$ cat src/rtl/irq_ctrl_if.sv
// Port-mapped register bus plus the interrupt request/acknowledge pair between
// the PicoBlaze (master) and the interrupt controller (slave).
interface irq_ctrl_if;
  logic [7:0] address;
  logic [7:0] data_in;
  logic [7:0] data_out;
  logic       ren;
  logic       wen;
  logic       interrupt;
  logic       interrupt_ack;

  modport master (
    output address, data_in, ren, wen, interrupt_ack,
    input  data_out, interrupt
  );

  modport slave (
    input  address, data_in, ren, wen, interrupt_ack,
    output data_out, interrupt
  );
endinterface

$ cat src/rtl/irq_ctrl.sv
// Eight-source interrupt controller: pending/mask/edge registers, fixed priority
// (bit 0 highest) and an IDLE/ASSERT/SERVICE handshake to the PicoBlaze interrupt pin.
module irq_ctrl #(
  parameter logic [7:0] ADDR_BASE = 8'h10
) (
  input  logic       clk_in,
  input  logic       rst,
  input  logic [7:0] irq_src,
  irq_ctrl_if.slave  bus
);

  typedef enum logic [1:0] {
    IDLE    = 2'd0,
    ASSERT  = 2'd1,
    SERVICE = 2'd2
  } state_e;

  state_e     state_q;
  logic       irq_q;
  logic [7:0] vec_q;

  logic [7:0] src_q, src_qq;
  logic [7:0] pend_q, pend_d;
  logic [7:0] mask_q, mask_d;
  logic [7:0] edge_q, edge_d;

  logic [7:0] offset;
  logic       hit;
  logic       wr_pend, wr_mask, wr_edge, wr_eoi;
  logic [7:0] set_bits, clr_bits;
  logic [7:0] act;
  logic [7:0] live_vec;
  logic [7:0] rd_data;

  // Address decode; offsets outside 0..3 (including wrap below the base) miss.
  assign offset  = bus.address - ADDR_BASE;
  assign hit     = (offset[7:2] == 6'd0);
  assign wr_pend = bus.wen & hit & (offset[1:0] == 2'd0);
  assign wr_mask = bus.wen & hit & (offset[1:0] == 2'd1);
  assign wr_edge = bus.wen & hit & (offset[1:0] == 2'd2);
  assign wr_eoi  = bus.wen & hit & (offset[1:0] == 2'd3);

  // Edge sources set on a 0->1 of the synchronised input, level sources while high.
  assign set_bits = src_q & (~edge_q | ~src_qq);
  assign clr_bits = wr_pend ? bus.data_in : 8'h00;

  // Set is OR'd in after the clear so a new request wins over a same-cycle W1C.
  assign pend_d = (pend_q & ~clr_bits) | set_bits;
  assign mask_d = wr_mask ? bus.data_in : mask_q;
  assign edge_d = wr_edge ? bus.data_in : edge_q;

  assign act = pend_q & mask_q;

  always_comb begin
    // NOTE: every always_comb output gets a default first so no path infers a latch.
    live_vec = 8'h00;
    for (int i = 7; i >= 0; i--) begin
      if (act[i]) live_vec = {1'b1, 4'b0000, 3'(i)};
    end
  end

  always_ff @(posedge clk_in) begin
    // NOTE: sequential state uses non-blocking assignments so every register
    // samples the pre-edge values regardless of statement order.
    if (rst) begin
      src_q  <= 8'h00;
      src_qq <= 8'h00;
      pend_q <= 8'h00;
      mask_q <= 8'h00;
      edge_q <= 8'h00;
    end else begin
      src_q  <= irq_src;
      src_qq <= src_q;
      pend_q <= pend_d;
      mask_q <= mask_d;
      edge_q <= edge_d;
    end
  end

  always_ff @(posedge clk_in) begin
    if (rst) begin
      state_q <= IDLE;
      irq_q   <= 1'b0;
      vec_q   <= 8'h00;
    end else begin
      case (state_q)
        IDLE: begin
          if (|act) begin
            state_q <= ASSERT;
            irq_q   <= 1'b1;
          end
        end
        ASSERT: begin
          if (bus.interrupt_ack) begin
            vec_q   <= live_vec;
            state_q <= SERVICE;
            irq_q   <= 1'b0;
          end else if (act == 8'h00) begin
            state_q <= IDLE;
            irq_q   <= 1'b0;
          end
        end
        SERVICE: begin
          if (wr_eoi) state_q <= IDLE;
        end
        default: begin
          state_q <= IDLE;
          irq_q   <= 1'b0;
        end
      endcase
    end
  end

  always_comb begin
    rd_data = 8'h00;
    if (bus.ren && hit) begin
      case (offset[1:0])
        2'd0:    rd_data = pend_q;
        2'd1:    rd_data = mask_q;
        2'd2:    rd_data = edge_q;
        default: rd_data = (state_q == SERVICE) ? vec_q : live_vec;
      endcase
    end
  end

  assign bus.data_out  = rd_data;
  assign bus.interrupt = irq_q;

endmodule

$ cat src/flat_wrapper.sv
// flat-port wrapper written by rule: the top's interface ports become plain ports
module irq_ctrl_flat 
#(
  parameter logic [7:0] ADDR_BASE = 8'h10
)
  (clk_in, rst, irq_src, bus_address, bus_data_in, bus_ren, bus_wen, bus_interrupt_ack, bus_data_out, bus_interrupt);
  irq_ctrl_if bus_i ();
  input  logic clk_in;
  input  logic rst;
  input  logic [7:0] irq_src;
  input wire logic [$bits(bus_i.address)-1:0] bus_address;
  input wire logic [$bits(bus_i.data_in)-1:0] bus_data_in;
  input wire logic [$bits(bus_i.ren)-1:0] bus_ren;
  input wire logic [$bits(bus_i.wen)-1:0] bus_wen;
  input wire logic [$bits(bus_i.interrupt_ack)-1:0] bus_interrupt_ack;
  output wire logic [$bits(bus_i.data_out)-1:0] bus_data_out;
  output wire logic [$bits(bus_i.interrupt)-1:0] bus_interrupt;
  assign bus_i.address = bus_address;
  assign bus_i.data_in = bus_data_in;
  assign bus_i.ren = bus_ren;
  assign bus_i.wen = bus_wen;
  assign bus_i.interrupt_ack = bus_interrupt_ack;
  assign bus_data_out = bus_i.data_out;
  assign bus_interrupt = bus_i.interrupt;
  irq_ctrl #(.ADDR_BASE(ADDR_BASE)) u_core (.clk_in(clk_in), .rst(rst), .irq_src(irq_src), .bus(bus_i));
endmodule
$ cat config.mk
export PLATFORM = sky130hd
export DESIGN_NAME = irq_ctrl_flat
export DESIGN_NICKNAME = d
export VERILOG_FILES = /design/src/rtl/irq_ctrl_if.sv /design/src/rtl/irq_ctrl.sv /design/src/flat_wrapper.sv
export SDC_FILE = /design/constraint.sdc
export NUM_CORES = 1
export LEC_CHECK = 0
export CAP_MARGIN = 20
export CORE_MARGIN = 3
export CORE_UTILIZATION = 45
export CTS_BUF_LIST = sky130_fd_sc_hd__clkbuf_8
export DETAILED_ROUTE_END_ITERATION = 12
export GPL_ROUTABILITY_DRIVEN = 0
export PLACE_DENSITY_LB_ADDON = 0.15
export RECOVER_POWER = 25
export SYNTH_ARGS = -nofsm -noshare
export SYNTH_HDL_FRONTEND = slang
export SYNTH_SLANG_ARGS = --single-unit
$ cat constraint.sdc
create_clock -name clk_in -period 1.7 [get_ports clk_in]
set_input_delay 0.17 -clock clk_in [delete_from_list [all_inputs] [get_ports clk_in]]
set_output_delay 0.17 -clock clk_in [all_outputs]
set_load 0.02 [all_outputs]
==> metrics.txt <==
outcome finished, violations left; violated checks negative setup slack; CTS tree yes; vias per std cell 5.05; number of synthesized register bits 47; Net Sw Power 0.474 mW; initial antenna violation count 0; Setup WS post-layout -0.0807 ns; Area growth syn-to-layout 46.3%; peak supply drop 568 uV; Post-Syn Instances 232; GRT Util Overall 19.1%; nets 345; Final Hold Viols 0; commonest non-fill, non-tap cell in the layout buf_4; reg-to-reg slack, setup 0.37 ns; worst relative slew slack 31.5%; RSZ-0062 raised after global routing yes; die height 73.8 um; Final setup viols 3; Crit Path Category register to output port; global route overflow 0; Endpoint, Worst Hold u_core.src_q[5]$_SDFF_PP0_; yosys warns 0; Root Driver clkbuf_8; Syn Area/Cell 8.91 um^2; hold depth 2; first-pass GRT wire length 8.10 mm; largest net degree at the start of global routing 31; Switching Share 21.4%; Slew @ Worst Pin 1.03 ns; Hold Crit Start irq_src[5]; Compound-Gate Fraction of Synth Area 13.3%; worst-skew pair later-pin latency 0.30 ns; Power Density 734 nW/um^2; worst-path fanout max 3; die area 5440 um^2; most frequent cells in the layout buf_4, dfxtp_1, nor2_1; dpl hpwl 3.58 mm; Flop pwr share 51.8%; Worst EP arrival 1.61 ns; post-synthesis cell area 2070 um^2; clk buf depth 2; Pleak 1.35 nW; DRC viols 0; First-pass DRT Iterations 4; DR vias 1864; routed wire length 4.88 mm; Combinational Power Share 10.2%; worst hold-check path type input port to register; mux cell area share after synthesis 13.1%; Critical Path RT 1.53 ns; Iteration-0 DRC Markers 73; I/O pin cnt 38; PortBufs 37; # diodes 0; cell depth of the worst flop-to-flop path 5; vias in the first global route 1776; final hold slack 0.412 ns; Max Slew Vio Count 0; Post-Synth Simple-Gate Area 26.0%; hold buffer count at CTS 0; fmax 562 MHz; Clk pwr share 38.0%; period utilization 105%; Wirelength per Cell 13.2 um; minimum clock period 1.78 ns; Startpoint Class register; share of post-route cells with drive strength above 1 25.9%; Synth cell types 33; Total Power 2.22 mW; clk slew on worst S/H paths 0.09 ns; syn_nets 261; CTS Sinks 47; core box area 4380 um^2; Initial Utilization 47.1%; TritonCTS buffer count 5; Critical Path Sink Type output port; Reg-to-Reg End u_core.bus.interrupt$_SDFFE_PP0P_; final setup skew 0.00439 ns; Routed Antenna Nets 0; Core Rows 24; H-tree Lvls 2; XOR/XNOR Fraction of Synth Area 0%; internal power 1.74 mW; max_cap viols 0; register area share after synthesis 45.5%; Adder-Cell Fraction of Synth Area 0%; largest family of logic cells by synthesized area simple AND/OR/NAND/NOR gates; Crit Reg-Reg Startpoint u_core.pend_q[4]$_SDFF_PP0_; die width 73.8 um
layer usage:
layer  routed length [um]  track usage (%)  vias to the layer above
met5                    0                0                        -
met4                   63             6.44                        0
met3                  206             4.51                        6
met2                 2180             30.3                       34
met1                 2420             25.3                      852
li1                     -                -                      972
state kept, by name, indices dropped and copies added (netlist names):
register / count
u_core.vec_q: 4
u_core.mask_q: 8
u_core.bus.interrupt: 1
u_core.state_q: 2
u_core.edge_q: 8
u_core.src_qq: 8
u_core.pend_q: 8
u_core.src_q: 8
worst max path at each step:
stage	start	to	slack (ns)	cells after the start
final	u_core.mask_q[5]$_SDFFE_PP0P_	bus_data_out[2]	-0.08	5
after global routing	u_core.mask_q[5]$_SDFFE_PP0P_	bus_data_out[2]	-0.14	5
after CTS	u_core.mask_q[5]$_SDFFE_PP0P_	bus_data_out[2]	-0.08	5
after detailed placement	bus_address[5]	bus_data_out[7]	-0.65	6
after global placement	bus_address[5]	bus_data_out[7]	-0.65	6
after floorplan	bus_address[5]	bus_data_out[0]	0.12	3
final cells by class:
type                    count  area (um^2)
well taps                  52         65.1
fillers                   364         1360
multi-input cells         175         1120
clock inverters             2         35.0
repair buffers             87          768
clock buffers               6         82.6
flip-flops and latches     47          948
worst max-delay path: stages, from the launching register on:
cell,delay (ns)
dfxtp_1,0.32
a22o_1,0.25
o311a_1,0.32
mux2i_1,0.17
o22ai_1,0.09
buf_4,0.16
stage by stage:
stage	TNS, ns	util [%]	cell area (um^2)	instances	worst slack [ns]
after floorplan	0	-	2070	232	0.117
after global placement	-5.65	64.3	2820	354	-0.654
after detailed placement	-6.02	64.3	2820	354	-0.645
after CTS	-0.190	67.9	2980	366	-0.0785
after global routing	-0.497	69.0	3020	369	-0.136
final	-0.184	69.0	3020	369	-0.0807
synthesized netlist by cell type:
master	count	area, um^2
nand4b_2	1	15.0
nor4b_1	1	8.76
mux2_2	1	11.3
nand4b_1	1	8.76
nand2b_1	11	68.8
a211o_1	2	17.5
nor2b_1	18	113
o22a_1	1	8.76
a31oi_1	2	12.5
nor2_1	34	128
o311a_1	1	10.0
dfxtp_1	47	941
clkbuf_1	6	22.5
and2_1	4	25.0
o31ai_1	1	7.51
nand2_1	22	82.6
a21oi_1	18	90.1
o22ai_1	2	12.5
nand4_1	1	6.26
o21ai_0	10	50.1
buf_2	4	20.0
nand3_2	1	10.0
nand3_1	3	15.0
and4b_1	1	10.0
nor4b_4	1	23.8
nand3b_1	1	7.51
a22o_1	1	8.76
o21ai_1	1	5.00
mux2i_1	26	260
a211oi_1	2	15.0
nor3b_1	2	15.0
o211ai_1	1	7.51
a22oi_1	4	30.0
kinds of logic after synthesis:
group,count (synthesis)
multiplexers,27
AO/OA/AOI/OAI,46
buffers and inverters,10
flip-flops,47
AND/OR/NAND/NOR,102
repair_timing:
item	CTS	global route
setup endpoints to repair	8	8
gates resized for setup	57	10
gates cloned	0	0
buffers inserted	4	3
pin swaps	11	3
power groups by stage:
stage               Combinational [mW]  Sequential, mW  Clock, mW
detailed placement               0.221            1.17          0
floorplan                       0.0832            1.17          0
global route                     0.245            1.15      0.911
finish                           0.226            1.15      0.843
CTS                              0.224            1.15      0.860
global placement                 0.219            1.17          0
Power figures use the tool's default switching activity.
